`src/rtl/fetch_stage_if.sv`:
```
// I-cache request/response bus between the fetch stage (master) and the cache (slave).
interface fetch_stage_if;
    logic        req;
    logic [31:0] addr;
    logic        ready;
    logic [31:0] data;

    modport master (output req, addr, input ready, data);
    modport slave  (input req, addr, output ready, data);
endinterface

```
`src/rtl/fetch_stage.sv`:
```
// Instruction-fetch stage: PC, I-cache miss FSM with one-entry hold buffer, fetch/decode register.
// Optional RUN->MISS counter enabled by defining FETCH_MISS_CNT_EN.
module fetch_stage #(
    parameter logic [31:0] ResetPc  = 32'h0000_1000,
    parameter logic [31:0] NopInstr = 32'h0000_0000
) (
    input  logic                 clk_i,
    input  logic                 rst_ni,
    input  logic                 en_reg_i,
    input  logic                 flush_i,
    input  logic                 branch_taken_i,
    input  logic [31:0]          branch_target_i,
    fetch_stage_if.master        icache,
    output logic [31:0]          instruction_o,
    output logic [31:0]          pcnext_o,
    output logic                 instr_valid_o,
`ifdef FETCH_MISS_CNT_EN
    output logic [31:0]          miss_count_o,
`endif
    output logic                 block_pipe_instr_cache_o
);

    typedef enum logic [1:0] {StRun, StMiss, StHold, StDrain} state_e;

    state_e      state_q, state_d;
    logic [31:0] pc_q, pc_d;
    logic [31:0] redir_q, redir_d;
    logic [31:0] hold_q, hold_d;
    logic [31:0] instr_q, instr_d;
    logic [31:0] pcnext_q, pcnext_d;
    logic        valid_q, valid_d;
    logic        req_en_q;
    logic [31:0] pc_inc;
    logic [31:0] target;
    logic        latch;
    logic [31:0] latch_word;

    assign pc_inc = pc_q + 32'd4;
    assign target = {branch_target_i[31:2], 2'b00};

    always_comb begin
        state_d    = state_q;
        pc_d       = pc_q;
        redir_d    = redir_q;
        hold_d     = hold_q;
        instr_d    = instr_q;
        pcnext_d   = pcnext_q;
        valid_d    = valid_q;
        latch      = 1'b0;
        latch_word = icache.data;

        unique case (state_q)
            StRun: begin
                // req_en_q keeps the first cycle after reset release request-free
                if (req_en_q) begin
                    if (!icache.ready) begin
                        state_d = StMiss;
                    end else if (en_reg_i) begin
                        latch = 1'b1;
                        pc_d  = pc_inc;
                    end
                end
            end
            StMiss: begin
                if (icache.ready) begin
                    if (en_reg_i) begin
                        latch   = 1'b1;
                        pc_d    = pc_inc;
                        state_d = StRun;
                    end else begin
                        hold_d  = icache.data;
                        state_d = StHold;
                    end
                end
            end
            StHold: begin
                if (en_reg_i) begin
                    latch      = 1'b1;
                    latch_word = hold_q;
                    pc_d       = pc_inc;
                    state_d    = StRun;
                end
            end
            StDrain: begin
                if (icache.ready) begin
                    pc_d    = redir_q;
                    state_d = StRun;
                end
            end
            default: state_d = StRun;
        endcase

        // A redirect during a miss keeps the old address on the bus until the response drains.
        if (branch_taken_i) begin
            latch = 1'b0;
            if (state_q == StMiss) begin
                pc_d    = pc_q;
                redir_d = target;
                state_d = StDrain;
            end else begin
                pc_d    = target;
                state_d = StRun;
            end
        end

        if (flush_i) begin
            instr_d  = NopInstr;
            pcnext_d = 32'h0;
            valid_d  = 1'b0;
        end else if (latch) begin
            instr_d  = latch_word;
            pcnext_d = pc_inc;
            valid_d  = 1'b1;
        end
    end

    always_ff @(posedge clk_i or negedge rst_ni) begin
        if (!rst_ni) begin
            state_q  <= StRun;
            pc_q     <= ResetPc;
            redir_q  <= 32'h0;
            hold_q   <= 32'h0;
            instr_q  <= NopInstr;
            pcnext_q <= 32'h0;
            valid_q  <= 1'b0;
            req_en_q <= 1'b0;
        end else begin
            state_q  <= state_d;
            pc_q     <= pc_d;
            redir_q  <= redir_d;
            hold_q   <= hold_d;
            instr_q  <= instr_d;
            pcnext_q <= pcnext_d;
            valid_q  <= valid_d;
            req_en_q <= 1'b1;
        end
    end

`ifdef FETCH_MISS_CNT_EN
    logic [31:0] miss_cnt_q, miss_cnt_d;

    always_comb begin
        miss_cnt_d = miss_cnt_q;
        if (state_q == StRun && state_d == StMiss && miss_cnt_q != 32'hFFFF_FFFF) begin
            miss_cnt_d = miss_cnt_q + 32'd1;
        end
    end

    always_ff @(posedge clk_i or negedge rst_ni) begin
        if (!rst_ni) begin
            miss_cnt_q <= 32'h0;
        end else begin
            miss_cnt_q <= miss_cnt_d;
        end
    end

    assign miss_count_o = miss_cnt_q;
`endif

    assign icache.req                = req_en_q && (state_q != StHold);
    assign icache.addr               = pc_q;
    assign instruction_o             = instr_q;
    assign pcnext_o                  = pcnext_q;
    assign instr_valid_o             = valid_q;
    assign block_pipe_instr_cache_o  = (state_q == StMiss) || (state_q == StDrain);

endmodule
```
`src/flat_wrapper.sv`:
```
// flat-port wrapper written by rule: the top's interface ports become plain ports
module fetch_stage_flat 
#(
    parameter logic [31:0] ResetPc  = 32'h0000_1000,
    parameter logic [31:0] NopInstr = 32'h0000_0000
)
  (clk_i, rst_ni, en_reg_i, flush_i, branch_taken_i, branch_target_i, instruction_o, pcnext_o, instr_valid_o, block_pipe_instr_cache_o, icache_req, icache_addr, icache_ready, icache_data);
  fetch_stage_if icache_i ();
  input  logic clk_i;
  input  logic rst_ni;
  input  logic en_reg_i;
  input  logic flush_i;
  input  logic branch_taken_i;
  input  logic [31:0] branch_target_i;
  output logic [31:0] instruction_o;
  output logic [31:0] pcnext_o;
  output logic instr_valid_o;
  output logic block_pipe_instr_cache_o;
  output wire logic [$bits(icache_i.req)-1:0] icache_req;
  output wire logic [$bits(icache_i.addr)-1:0] icache_addr;
  input wire logic [$bits(icache_i.ready)-1:0] icache_ready;
  input wire logic [$bits(icache_i.data)-1:0] icache_data;
  assign icache_req = icache_i.req;
  assign icache_addr = icache_i.addr;
  assign icache_i.ready = icache_ready;
  assign icache_i.data = icache_data;
  fetch_stage #(.ResetPc(ResetPc), .NopInstr(NopInstr)) u_core (.clk_i(clk_i), .rst_ni(rst_ni), .en_reg_i(en_reg_i), .flush_i(flush_i), .branch_taken_i(branch_taken_i), .branch_target_i(branch_target_i), .icache(icache_i), .instruction_o(instruction_o), .pcnext_o(pcnext_o), .instr_valid_o(instr_valid_o), .block_pipe_instr_cache_o(block_pipe_instr_cache_o));
endmodule
```
`config.mk`:
```
export PLATFORM = sky130hd
export DESIGN_NAME = fetch_stage_flat
export DESIGN_NICKNAME = d
export VERILOG_FILES = /design/src/rtl/fetch_stage_if.sv /design/src/rtl/fetch_stage.sv /design/src/flat_wrapper.sv
export SDC_FILE = /design/constraint.sdc
export NUM_CORES = 1
export LEC_CHECK = 0
export CORE_MARGIN = 3
export CORE_UTILIZATION = 46
export CTS_CLUSTER_DIAMETER = 150
export DETAILED_ROUTE_END_ITERATION = 6
export PLACE_DENSITY = 0.74
export SKIP_CTS_REPAIR_TIMING = 1
export SLEW_MARGIN = 20
export SYNTH_ARGS = -nofsm -noshare
export SYNTH_HDL_FRONTEND = slang
export SYNTH_SLANG_ARGS = --single-unit
```
`constraint.sdc`:
```
create_clock -name clk_i -period 4.1 [get_ports clk_i]
set_input_delay 1.23 -clock clk_i [delete_from_list [all_inputs] [get_ports clk_i]]
set_output_delay 1.23 -clock clk_i [all_outputs]
set_load 0.005 [all_outputs]
```
==> results of run 1 <==
## synthesized netlist by cell type (all sizes together), types with 4 or more instances
library cell,count
a211o,4
a211oi,60
a21oi,30
a221oi,5
a222oi,6
a22o,8
and4,4
buf,18
clkbuf,44
dfrtp,158
inv,9
mux2,60
mux2i,33
nand2,27
nand2b,5
nand3,14
nand4,4
nor2,98
nor2b,4
nor3,12
nor3b,6
nor4,9
o211ai,4
o21ai,19
o22a,4
o22ai,5
o31ai,4
xnor2,18
xor2,10
## final timing paths
path | startpoint | endpoint | slack [ns] | depth (start not counted)
min in group asynchronous | rst_ni | u_core.redir_q[9] | 0.86 | 1
worst min-delay path | u_core.redir_q[6] | u_core.redir_q[6] | 0.49 | 2
max in group asynchronous | rst_ni | u_core.instruction_o[27] | 2.23 | 2
worst max register to register | u_core.state_q[1] | u_core.icache.addr[20] | 1.36 | 5
worst max-delay path | u_core.state_q[1] | icache_req | 0.77 | 3
worst min register to register | u_core.redir_q[6] | u_core.redir_q[6] | 0.49 | 2
## worst max-delay path: stages (launching register included)
cell	delay, ns
sky130_fd_sc_hd__dfrtp_1	0.85
sky130_fd_sc_hd__nand2_1	0.14
sky130_fd_sc_hd__and2_1	0.21
sky130_fd_sc_hd__clkdlybuf4s50_1	0.46
## power by group
group	total, mW	leakage (nW)	switching [mW]	internal (mW)
clock	1.70	0.306	0.638	1.07
sequential	2.49	2.00	0.439	2.05
combinational	1.57	1.95	0.677	0.888
total	5.76	4.26	1.75	4.00
## metrics by stage
step                util [%]  cell area [sq um]
floorplan                  -               7700
global placement        59.1               9520
detailed placement      59.1               9520
CTS                     63.0              10200
global route            63.0              10200
finish                  63.0              10200
## cells by family after synthesis
kind of cell | after synthesis | synth area share (%)
xor gates and xnor gates | 28 | 3.19
muxes | 93 | 13.1
and+or+nand+nor | 191 | 12.6
buffers and inverters | 71 | 3.77
AOI/OAI and AO/OA | 168 | 15.4
other | 2 | 0.0975
DFF | 159 | 51.7
adders and majority gates | 1 | 0.162
## sequential cells by signal, indices dropped and copies added (netlist names)
| signal | cells |
|---|---|
| u_core.icache.addr | 30 |
| u_core.redir_q | 30 |
| u_core.instr_valid_o | 1 |
| u_core.req_en_q | 1 |
| u_core.pcnext_o | 31 |
| u_core.state_q | 2 |
| u_core.instruction_o | 32 |
| u_core.hold_q | 32 |
## routing by layer
| metal | up-vias | share of wire, % | routed length, um |
|---|---|---|---|
| met4 | 0 | 2.5 | 528 |
| met2 | 255 | 49 | 10300 |
| met1 | 3124 | 42 | 8830 |
| met5 | - | 0 | 0 |
| li1 | 2870 | - | - |
| met3 | 43 | 7.3 | 1550 |
## layout make-up
type	count	share of cell area, %
flip-flops and latches	159	39.2
multi-input cells	484	34.0
repair buffers	181	17.6
clock buffers	22	4.67
well taps	216	2.66
clock inverters	10	1.56
inverters	9	0.333
diodes	1	0.0246
==> results, run 1 <==
- The data arrival time of the critical path is 2.10 ns.
- The count of nets left with antenna violations once routing finished came out at 0.
- The classification of the worst setup path is reg2out.
- The register cell area after layout is 0.00398 sq mm.
- Counting flops with an async set or reset pin after synthesis yields a share of 100%.
- 169 I/O pins were placed.
- Leaving out fill and tap cells, the most frequent cell in the layout is sky130_fd_sc_hd__clkdlybuf4s50_1.
- The actual slew at the worst max-slew pin is 0.987 ns.
- In the final layout, the multi-input gates occupy 0.00345 sq mm.
- The count of buffers added on input and output ports is 164.
- The area added between synthesis and finish is 31.9%.
- The final count of pins violating max slew is 0.
- The via count of the first global-routing pass is 6313.
- The number of distinct library cell variants in the gate-level netlist after synthesis is 60.
- Yosys attributes the largest share of cell area to sky130_fd_sc_hd__dfrtp_1, sky130_fd_sc_hd__mux2_2, sky130_fd_sc_hd__a211oi_1.
- Once layout is complete, the cells apart from fillers number 1082.
- The total core area is 0.0161 sq mm.
- Total power for the finished layout comes to 5.76 mW.
- The H-tree depth reported by CTS is 4.
- The wire-length estimate of the detail-placed layout is 14500 um.
- The sequential area share after synthesis is 51.7%.
- Fill cells in the final layout number 1226.
- The final routed DRC violation total is 0.
- Timing would allow up to 0.301 GHz.
- CTS placed an instance of sky130_fd_sc_hd__clkbuf_16 at the clock tree root.
- Power spread over the standard cell area amounts to 567 mW/mm^2.
- Including well taps, the total number of placed cells is 1049.
- The final period utilization is 81.1%.
- The met1 usage is 31.4%.
- The starting density of the core is 47.8%.
- The synthesized design contains 0 enable-type register cells.
- For met3 alone, demand over resource in global routing was 5.76%.
- The synthesized design contains 159 register bits.
- The die is 135 um tall.
- Dividing the detail-routed via count by the number of cells gives 5.82.
- The leakage power of the design is 4.26 nW.
- The final-stage net count is 923.
- The congestion estimate from routability-driven global placement came to 0.866.
- The deepest clock path buffer count is 2.
- The worst-skew pair later-pin latency is 0.43 ns.
- The iteration count of the initial detailed-routing pass is 5.
- The largest net degree at the start of global routing is 88.
- The required time of the critical path is 2.87 ns.
- The top cell types in the final layout, fill and taps aside, are sky130_fd_sc_hd__clkdlybuf4s50_1, sky130_fd_sc_hd__dfrtp_1, sky130_fd_sc_hd__nor2_1, sky130_fd_sc_hd__mux2_2, sky130_fd_sc_hd__a211oi_1.
- The number of cells produced by synthesis is 713.
- The number of buffers created by CTS is 17.
- Setup repair after global routing left no endpoint under its margin.
- The number of warnings printed during yosys synthesis is 0.
- The met2 track utilization from global routing is 36.7%.
- The number of maximum-capacitance violations is 0.
- The leftover overflow at the end of global routing is 0.
- Of the cells placed in the final design, the portion with a size suffix greater than 1 is 14.6%.
- After synthesis the cells add up to 0.00770 sq mm.
- The setup TNS after final layout is 0 ns.
- STA classifies the critical path startpoint as a register.
- The number of sinks on the clock net is 159.
- The post-route worst hold slack is 0.489 ns.
- The routed layout has 6292 vias.
- After clock tree synthesis, the clock-pin slew on the worst setup and hold paths is 0.06 ns.
- Of all cell types, the one taking the most synthesized area is sky130_fd_sc_hd__dfrtp_1.
- The primary flip-flop cell chosen by synthesis mapping is sky130_fd_sc_hd__dfrtp_1.
- Measured against its own limit, the worst slew margin works out to 34.2%.
- The floorplan has 46 rows.
- The final hold violation count is 0.
- The final wirelength is 21200 um.
- The final critical path time including I/O delays and setup is 3.33 ns.
- The die width is 135 um.
- The placement-stage worst setup slack is 0.511 ns.
- Setup slack on the critical path of the routed design comes to 0.775 ns.
- The largest driver fanout on the critical path is 20.
- The all-layer global routing usage is 23.4%.
- The kind of end point of the critical path is an output port.
- The routed wire length per instance is 19.6 um.
- The worst hold-check path type is reg2reg.
- In this run the most used layer during global routing was met2.
- The overall die area is 0.0183 sq mm.
- The first global-routing pass estimated 33400 um of wire.
- Across the routed clock network, the largest skew measured is 0.00932 ns.
- The mean instance size in the synthesized netlist is 10.8 sq um.
- Across the VDD grid, the largest voltage drop is 0.324 mV.
- The first routing iteration left 535 violations.
- The run finished with clean final reports.
- The initial antenna violation count was 0.
- Setup violations remaining at the end of the flow were counted as 0.
- The area fraction of the dominant cell type after synthesis is 51.4%.
- TritonCTS built the clock tree.
Note: power is estimated with default switching activity, not from simulation.
==> run 2: changes to the inputs <==
Clock period 4.1 ns to 3.35 ns, I/O delays scaled along.
==> results, run 2 (synthesis results as in run 1) <==
- Outcome: finished clean (unchanged).
- The worst clock skew is 0.00731 ns (was 0.00932 ns).
- The classification of the worst setup path is reg2out (unchanged).
- The die width is 135 um (unchanged).
- The count of placed standard cells in the final layout, fillers left out is 1081 (was 1082).
- Commonest cells after routing, fill and taps aside: sky130_fd_sc_hd__clkdlybuf4s50_1, sky130_fd_sc_hd__dfrtp_1, sky130_fd_sc_hd__nor2_1, sky130_fd_sc_hd__mux2_2, sky130_fd_sc_hd__a211oi_1 (unchanged).
- The final estimated routing congestion in global placement is 0.854 (was 0.866).
- The number of sinks on the clock net is 159 (unchanged).
- The kind of end point of the critical path is an output port (unchanged).
- The routed wire length per instance is 19.1 um (was 19.6 um).
- The number of nets still failing antenna checks after routing is 0 (unchanged).
- The actual slew at the worst max-slew pin is 0.788 ns (was 0.987 ns).
- Chain of cells forming the critical path: inv_1 -> nand2_1 -> and2_1 -> clkdlybuf4s50_1 (was nand2_1 -> and2_1 -> clkdlybuf4s50_1).
- The final hold violation count is 0 (unchanged).
- The final instance area came to 0.0101 sq mm (was 0.0102 sq mm).
- The starting density of the core is 47.8% (unchanged).
- The master cell of the clock root buffer is sky130_fd_sc_hd__clkbuf_16 (unchanged).
- The cell at the slowest stage of the critical path is sky130_fd_sc_hd__dfrtp_1 (unchanged).
- The deepest clock path buffer count is 2 (unchanged).
- The worst path uses 88.0% of the clock period.
- The number of port buffers is 164 (unchanged).
- The leftover overflow at the end of global routing is 0 (unchanged).
- The final-stage net count came to 923 (unchanged).
- The final wirelength came to 20700 um (was 21200 um).
- The site row count came to 46 (unchanged).
- The overall die area is 0.0183 sq mm (unchanged).
- The routed via count divided by cell count is 5.78 (was 5.82).
- The number of buffers created by CTS is 17 (unchanged).
- The final routed DRC violation total is 0 (unchanged).
- The number of maximum-capacitance violations was 0 (unchanged).
- The reg-to-reg startpoint is u_core.icache.addr[2] (was u_core.state_q[1]).
- The reg2reg setup slack is 0.93 ns (was 1.36 ns).
- The initial antenna violation count is 0 (unchanged).
- Unrepaired setup endpoints after global routing: no (unchanged).
- The critical register-to-register path endpoint is u_core.pcnext_o[16] (was u_core.icache.addr[20]).
- The length in cells of the worst reg-to-reg path is 6 (was 5).
- The largest net degree at the start of global routing came to 93 (was 88).
- The largest driver fanout on the critical path is 14 (was 20).
- The relative max-transition margin is 47.0% (was 34.2%).
- The worst-skew pair later-pin latency came to 0.43 ns (about the same).
- The H-tree depth reported by CTS was 4 (unchanged).
- The worst hold-check path type is in2async (was reg2reg).
- The total placed cells including tap cells is 1049 (unchanged).
- The I/O pin total is 169 (unchanged).
- The iteration count of the initial detailed-routing pass was 5 (unchanged).
- The kind of start point of the critical path is a register (unchanged).
- The number of diodes is 0 (was 1).
- The via count of the first global-routing pass is 6305 (was 6313).
- The number of vias in the routed layout came to 6244 (was 6292).
- The most common cell after layout, fill and taps aside is sky130_fd_sc_hd__clkdlybuf4s50_1 (unchanged).
- The area added between synthesis and finish came to 31.5% (was 31.9%).
- The leakage power of the design is 4.23 nW (was 4.26 nW).
- The peak per-stage delay on the critical path is 0.59 ns (was 0.85 ns).
- The chip height is 135 um (unchanged).
- The cell area after placement came to 0.00958 sq mm (was 0.00952 sq mm).
- The wire length of the first global-routing pass is 33200 um (was 33400 um).
- The final critical path time including I/O delays and setup is 2.95 ns.
- The areal power density over the cells was 666 mW/mm^2 (was 567 mW/mm^2).
- The total power draw came to 6.74 mW (was 5.76 mW).
- The count of final setup violators is 0 (unchanged).
- The final count of pins violating max slew is 0 (unchanged).
- The CTS tree is built (unchanged).
- The maximum clock frequency is 0.339 GHz.
- The clock slew at the register clock pins of the worst setup and hold paths is 0.06 ns (about the same).
- The total core area is 0.0161 sq mm (unchanged).
- The core occupancy in the finished layout is 62.8% (was 63.0%).
- The data arrival time of the critical path is 1.94 ns (was 2.10 ns).
- The half-perimeter wire length after placement is 14500 um (about the same).
- The setup TNS after final layout is 0 ns (unchanged).
- The share of final-layout standard cells stronger than drive strength 1 is 14.6% (unchanged).
- The largest vdd supply drop is 0.408 mV (was 0.324 mV).
- The all-layer global routing usage is 23.0% (was 23.4%).
- The required time of the critical path is 2.34 ns (was 2.87 ns).
- The violation count after the first detailed-routing iteration is 546 (was 535).
-- run 2: cell count changes in the layout (fill, tap and decap cells not counted), sizes merged --
cell	previous run	this run
bufinv	4	0
inv	9	10
diode	1	0
clkinv	4	6
clkinvlp	2	3
-- run 2: how the worst max path moves through the flow --
stage,from,slack [ns],depth (start not counted),endpoint
global route,u_core.state_q[0],0.24,4,icache_req
finish,u_core.state_q[0],0.40,4,icache_req
detailed placement,branch_taken_i,0.41,7,u_core.icache.addr[18]
floorplan,branch_taken_i,0.81,9,u_core.icache.addr[23]
global placement,en_reg_i,0.48,7,u_core.icache.addr[7]
CTS,u_core.state_q[0],0.40,4,icache_req
-- run 2: final cells by class --
type,instances,area (sq um)
clock buffer,22,474
sequential,159,3980
timing repair buffer,181,1850
tap,216,270
clock inverter,10,65.1
fill,1257,5990
inverter,9,33.8
multi-input combinational,484,3450
-- run 2: power by group --
part	switching, mW	internal [mW]	leakage, nW	total, mW
combinational	0.850	1.10	1.97	1.95
clock	0.772	1.00	0.262	1.77
sequential	0.514	2.51	2.00	3.02
-- run 2: routing by layer --
layer	global-route usage (%)	up-vias	part of all wire, %
li1	-	2854	-
met1	29.6	3121	41
met2	36.9	235	49
met3	7.21	34	8.0
met4	7.95	0	1.8
met5	0	-	0
-- run 2: through the flow --
step	worst slack [ns]	hold WS (ns)
2_1_floorplan	0.809	0.451
5_1_grt	0.242	0.516
3_3_place_gp	0.477	0.466
6_report	0.403	0.501
4_1_cts	0.398	0.500
3_5_place_dp	0.413	0.488
-- run 2: worst max-delay path, delay by kind of cell, from the launching register on --
kind	cells	cell delay [ns]
simple gates	2	0.24
buf+inv	2	0.68
flops	1	0.59
==> run 3: changes to the inputs <==
Settings changed: CAP_MARGIN from default to 0, TNS_END_PERCENT from default to 50.
==> results of run 3 <==
Same layout as run 2: the final DEF is identical, and so are final timing and power.
==> variant 1, RTL diff (config.mk and constraints of run 3) <==
Encoding of `state_e`: now one-hot (4 bits for 4 states).
--- a/src/rtl/fetch_stage.sv
+++ b/src/rtl/fetch_stage.sv
@@ -21,5 +21,5 @@
 );
 
-    typedef enum logic [1:0] {StRun, StMiss, StHold, StDrain} state_e;
+    typedef enum logic [3:0] {StRun = 4'b0001, StMiss = 4'b0010, StHold = 4'b0100, StDrain = 4'b1000} state_e;
 
     state_e      state_q, state_d;
Formal check against the unedited RTL: same outputs for any inputs over 4 cycles, from zero or initial values and one cycle with rst_ni low; so few cycles prove little.
==> variant 1 against run 3 <==
Count of clock-buffer cells in the layout decreased by 2; cell area increased by 3.4%; wire length increased by 1.6%; synthesized area increased by 4.1%; sequential cell count increased by 2; setup slack got worse by 0.019 ns; global-route usage decreased by 0.75 points; critical path type unchanged.
Power is not compared: it rests on default switching activity, and its combinational part moved more than twofold at a synthesized area within 25%.
==> variant 1: results (changes against run 3) <==
.. list-table::
   :header-rows: 1

   * - Metric
     - Value
   * - Unique masters post-synth
     - 65 (+8.3%)
   * - Detailed-placement wirelength estimate
     - 14.5 mm (-0.15%)
   * - Share of final-layout standard cells stronger than drive strength 1
     - 0.147 (+0.00107)
   * - Fillers
     - 1421 (+13%)
   * - Total number of nets in the final design
     - 980 (+6.2%)
   * - Class of the worst hold path
     - flop to flop
   * - Largest net degree at the start of global routing
     - 101 (+8.6%)
   * - Number of buffer cells added on primary ports
     - 164 (unchanged)
   * - Buffer levels on the longest clock path
     - 2 (unchanged)
   * - CP peak stage delay
     - 0.69 ns (+0.10 ns)
   * - Total detailed-routing wirelength
     - 21.0 mm (+1.6%)
   * - Vias post-DR
     - 6505 (+4.2%)
   * - Transition at the pin with the smallest max-transition slack
     - 0.771 ns (-0.0169 ns)
   * - Worst voltage drop across the vdd grid
     - around 0.38 mV
   * - Arrival time at the worst endpoint
     - 1.96 ns (+0.02 ns)
   * - Proportion of synthesized chip area in sequential cells
     - 0.503 (-0.0139)
   * - Max FO, Critical Path
     - 17 (+3)
   * - 1st-iter DRT viols
     - 447 (-18%)
   * - Total count of max-transition violations in the final report
     - 0 (unchanged)
   * - Via count of the first global-routing pass
     - 6202 (-1.6%)
   * - Run status
     - complete, no violations
   * - Total routing resource utilization after global routing
     - 0.222 (-0.00753)
   * - Standby leakage power
     - 4.55 nW
   * - Kind of cell adding the most delay to the critical path
     - flip-flops
   * - Most numerous cell types in the synthesized netlist
     - 159 x sky130_fd_sc_hd__dfrtp_1, 94 x sky130_fd_sc_hd__nor2_1, 63 x sky130_fd_sc_hd__mux2_2, 56 x sky130_fd_sc_hd__a211oi_1, 37 x sky130_fd_sc_hd__nand2_1
   * - TritonCTS buffer count
     - 17 (unchanged)
   * - Routability Congestion
     - 0.889 (+4.1%)
   * - Pre-CTS WS
     - 0.221 ns (-0.192 ns)
   * - Worst Clk Skew
     - 0.0107 ns (+0.00338 ns)
   * - Number of antenna violations at the first check in global routing
     - 0 (unchanged)
   * - Count of yosys warnings during synthesis
     - 0 (unchanged)
   * - Wire length of the first global-routing pass
     - 33.1 mm (about the same)
   * - Top cells by area in the synthesized netlist
     - sky130_fd_sc_hd__dfrtp_1 50%, sky130_fd_sc_hd__mux2_2 8.9%, sky130_fd_sc_hd__a211oi_1 5.2%
==> variant 1: cell types whose count changed after synthesis, sizes merged, moves of 6 or more <==
cell,run 3,this run
clkbuf,44,30
a22o,8,0
and3,2,9
a222oi,6,0
nand2,27,37
o21ai,19,26
nor3,12,27
buf,18,34
==> variant 1: path summary, 6_finish.rpt <==
| check | depth (start not counted) | start | endpoint | slack, ns |
|---|---|---|---|---|
| max in group asynchronous | 2 | rst_ni | u_core.instruction_o[10] | 2.09 |
| min in group asynchronous | 2 | rst_ni | u_core.instruction_o[29] | 0.60 |
| min reg2reg | 2 | u_core.instr_valid_o | u_core.instr_valid_o | 0.49 |
| max reg2reg | 4 | u_core.state_q[1] | u_core.icache.addr[29] | 0.78 |
| min | 2 | u_core.instr_valid_o | u_core.instr_valid_o | 0.49 |
| max | 3 | u_core.state_q[1] | icache_req | 0.38 |
==> variant 1: stage by stage <==
step           total power, mW  instances  cell area (µm²)
6_report                  5.21       1140            10500
5_1_grt                   5.45       1140            10500
4_1_cts                   5.24       1140            10500
3_5_place_dp              3.34       1110             9900
3_3_place_gp              3.31       1110             9900
2_1_floorplan             2.83        769             8020
==> variant 1: final cells by class <==
type                       count  share of cell area
sequential                   161               0.385
multi-input combinational    532               0.350
timing repair buffer         185               0.181
clock buffer                  20              0.0436
tap                          220              0.0263
clock inverter                10              0.0106
inverter                      12             0.00430
==> variant 1: kinds of logic after synthesis <==
group           share of synthesized area
simple gates                        0.147
compound gates                      0.147
flops                               0.503
mux                                 0.131
buf+inv                            0.0431
xor+xnor                           0.0262
other cells                      0.000937
fa+ha+maj                         0.00156
==> variant 1: metal layers <==
layer | part of all wire | track usage | vias up
met5 | 0 | 0 | -
li1 | - | - | 3087
met3 | 0.073 | 0.0439 | 21
met2 | 0.46 | 0.346 | 231
met1 | 0.46 | 0.321 | 3166
met4 | 0.012 | 0.0571 | 0
==> variant 1: worst register-to-register path: cells and delay by family, from the launching register on <==
| kind | cells | cell delay [ns] |
|---|---|---|
| and+or+nand+nor | 2 | 1.40 |
| AOI/OAI and AO/OA | 2 | 0.48 |
| DFF | 1 | 0.58 |
==> variant 1: power by group <==
group,switching (mW),internal [mW],total (mW)
Combinational,0.399,0.520,0.919
Clock,0.777,1.13,1.90
Sequential,0.228,2.16,2.39
==> variant 2, RTL diff (config.mk and constraints of run 3) <==
Without the edit above. `ResetPc` is set to 32'h0000_1000 in 2 places; all go to 32'h00000C00.
--- a/src/rtl/fetch_stage.sv
+++ b/src/rtl/fetch_stage.sv
@@ -2,5 +2,5 @@
 // Optional RUN->MISS counter enabled by defining FETCH_MISS_CNT_EN.
 module fetch_stage #(
-    parameter logic [31:0] ResetPc  = 32'h0000_1000,
+    parameter logic [31:0] ResetPc  = 32'h00000C00,
     parameter logic [31:0] NopInstr = 32'h0000_0000
 ) (
--- a/src/flat_wrapper.sv
+++ b/src/flat_wrapper.sv
@@ -2,5 +2,5 @@
 module fetch_stage_flat 
 #(
-    parameter logic [31:0] ResetPc  = 32'h0000_1000,
+    parameter logic [31:0] ResetPc  = 32'h00000C00,
     parameter logic [31:0] NopInstr = 32'h0000_0000
 )
Behaviour: not the same (Yosys sat finds a counterexample within 4 cycles, from zero or initial values and one cycle with rst_ni low).
==> variant 2 against run 3 <==
Sequential share of layout area down 0.13 points; combinational power about the same; wire length is 3.7% higher; setup slack gained 0.023 ns; cell area rose by 0.37%; sequential cell count unchanged; hold slack got worse by 0.0084 ns; largest power group unchanged; clock skew increased by 0.00065 ns; die area about the same; synthesized cell count unchanged; synthesized area hardly changed; power increased by 2.1%.
==> variant 2: results (changes against run 3) <==
.. list-table::
   :header-rows: 1

   * - Metric
     - Value
   * - Relative contribution of sequential cells to total power
     - 0.439 (-0.009)
   * - Class of the worst hold path
     - flop to flop
   * - Vias post-DR
     - 6278 (+0.54%)
   * - Pwr per Cell Area
     - 678 mW/mm² (+1.7%)
   * - Met2 usage in global routing
     - 0.389 (+0.0199)
   * - Standby leakage power
     - 4.26 nW (+0.70%)
   * - Share of final-layout standard cells stronger than drive strength 1
     - 0.152 (+0.00641)
   * - Metal3 WL
     - 1.39 mm (-16%)
   * - Headroom to the max-slew limit
     - 0.485 (+0.0153)
   * - Post-synthesis async set-or-reset flop share
     - 1.00 (unchanged)
   * - Total routing resource utilization after global routing
     - 0.239 (+0.00894)
   * - Detailed-route wire length per cell
     - 19.8 µm (+3.4%)
   * - Wire length on met1
     - 8.84 mm (+4.0%)
   * - Share of power burned in the clock network
     - 0.278 (+0.015)
   * - Worst Clk Skew
     - 0.00795 ns (+0.000649 ns)
   * - Routability Congestion
     - 0.876 (+2.6%)
   * - Met3 track utilization from global routing
     - 0.0654 (-0.00669)
   * - Run status
     - complete, no violations
   * - Worst voltage drop across the vdd grid
     - 0.466 mV (+14%)
   * - Arrival time at the worst endpoint
     - 1.92 ns (-0.02 ns)
   * - Detailed-placement wirelength estimate
     - 14.8 mm (+2.0%)
   * - Total number of nets in the final design
     - 926 (+0.33%)
   * - Fillers
     - 1255 (-0.16%)
   * - Met1 demand-to-capacity share in global routing
     - 0.301 (+0.00495)
   * - Wire length of the first global-routing pass
     - 34.2 mm (+3.2%)
   * - Placement Cell Area
     - 0.00958 mm² (about the same)
   * - Total met2 wirelength after detailed routing
     - 10.5 mm (+3.6%)
   * - Largest net degree at the start of global routing
     - 77 (-17%)
   * - Proportion of synthesized chip area in sequential cells
     - 0.517 (about the same)
   * - Number of cells in the finished layout apart from fillers
     - 1084 (+0.28%)
   * - Fraction of power spent switching nets
     - 0.324 (+0.00699)
   * - Mapped Avg Cell Area
     - 10.8 µm² (about the same)
   * - Pre-CTS WS
     - 0.393 ns (-0.0196 ns)
   * - 1st-iter DRT viols
     - 444 (-19%)
   * - Via count of the first global-routing pass
     - 6475 (+2.7%)
[variant 2: cell types whose count changed after synthesis]
cell / delta
sky130_fd_sc_hd__dfstp_2: +1
sky130_fd_sc_hd__dfrtp_1: -1
[variant 2: final cells by class]
cell class / instances / area, µm² / area share
timing repair buffer: 184 / 1850 / 0.182
multi-input combinational: 484 / 3450 / 0.340
sequential: 159 / 3980 / 0.392
clock buffer: 17 / 425 / 0.0419
clock inverter: 15 / 153 / 0.0150
tap: 216 / 270 / 0.0266
inverter: 9 / 33.8 / 0.00333
[variant 2: critical path: stages (launching register included)]
cell	delay (ns)
sky130_fd_sc_hd__dfrtp_1	0.60
sky130_fd_sc_hd__inv_1	0.15
sky130_fd_sc_hd__nand2_1	0.11
sky130_fd_sc_hd__and2_1	0.13
sky130_fd_sc_hd__clkdlybuf4s50_1	0.51
[variant 2: worst paths after layout]
kind,from,slack [ns],cells past startpoint,endpoint
worst max-delay path,u_core.state_q[0],0.43,4,icache_req
worst min-delay path,u_core.redir_q[22],0.49,2,u_core.redir_q[22]
worst max register to register,u_core.icache.addr[2],0.91,6,u_core.pcnext_o[22]
worst min register to register,u_core.redir_q[22],0.49,2,u_core.redir_q[22]
max in group asynchronous,rst_ni,1.86,2,u_core.icache.addr[10]
min in group asynchronous,rst_ni,0.58,1,u_core.redir_q[5]
[variant 2: cell families after synthesis]
| kind of cell | count (synthesis) | share of synthesized area |
|---|---|---|
| AO/OA/AOI/OAI | 168 | 0.154 |
| XOR/XNOR | 28 | 0.0318 |
| multiplexers | 93 | 0.131 |
| flip-flops | 159 | 0.517 |
| other | 2 | 0.000975 |
| AND/OR/NAND/NOR | 191 | 0.126 |
| buffers and inverters | 71 | 0.0377 |
| adder cells (fa/ha/maj) | 1 | 0.00162 |
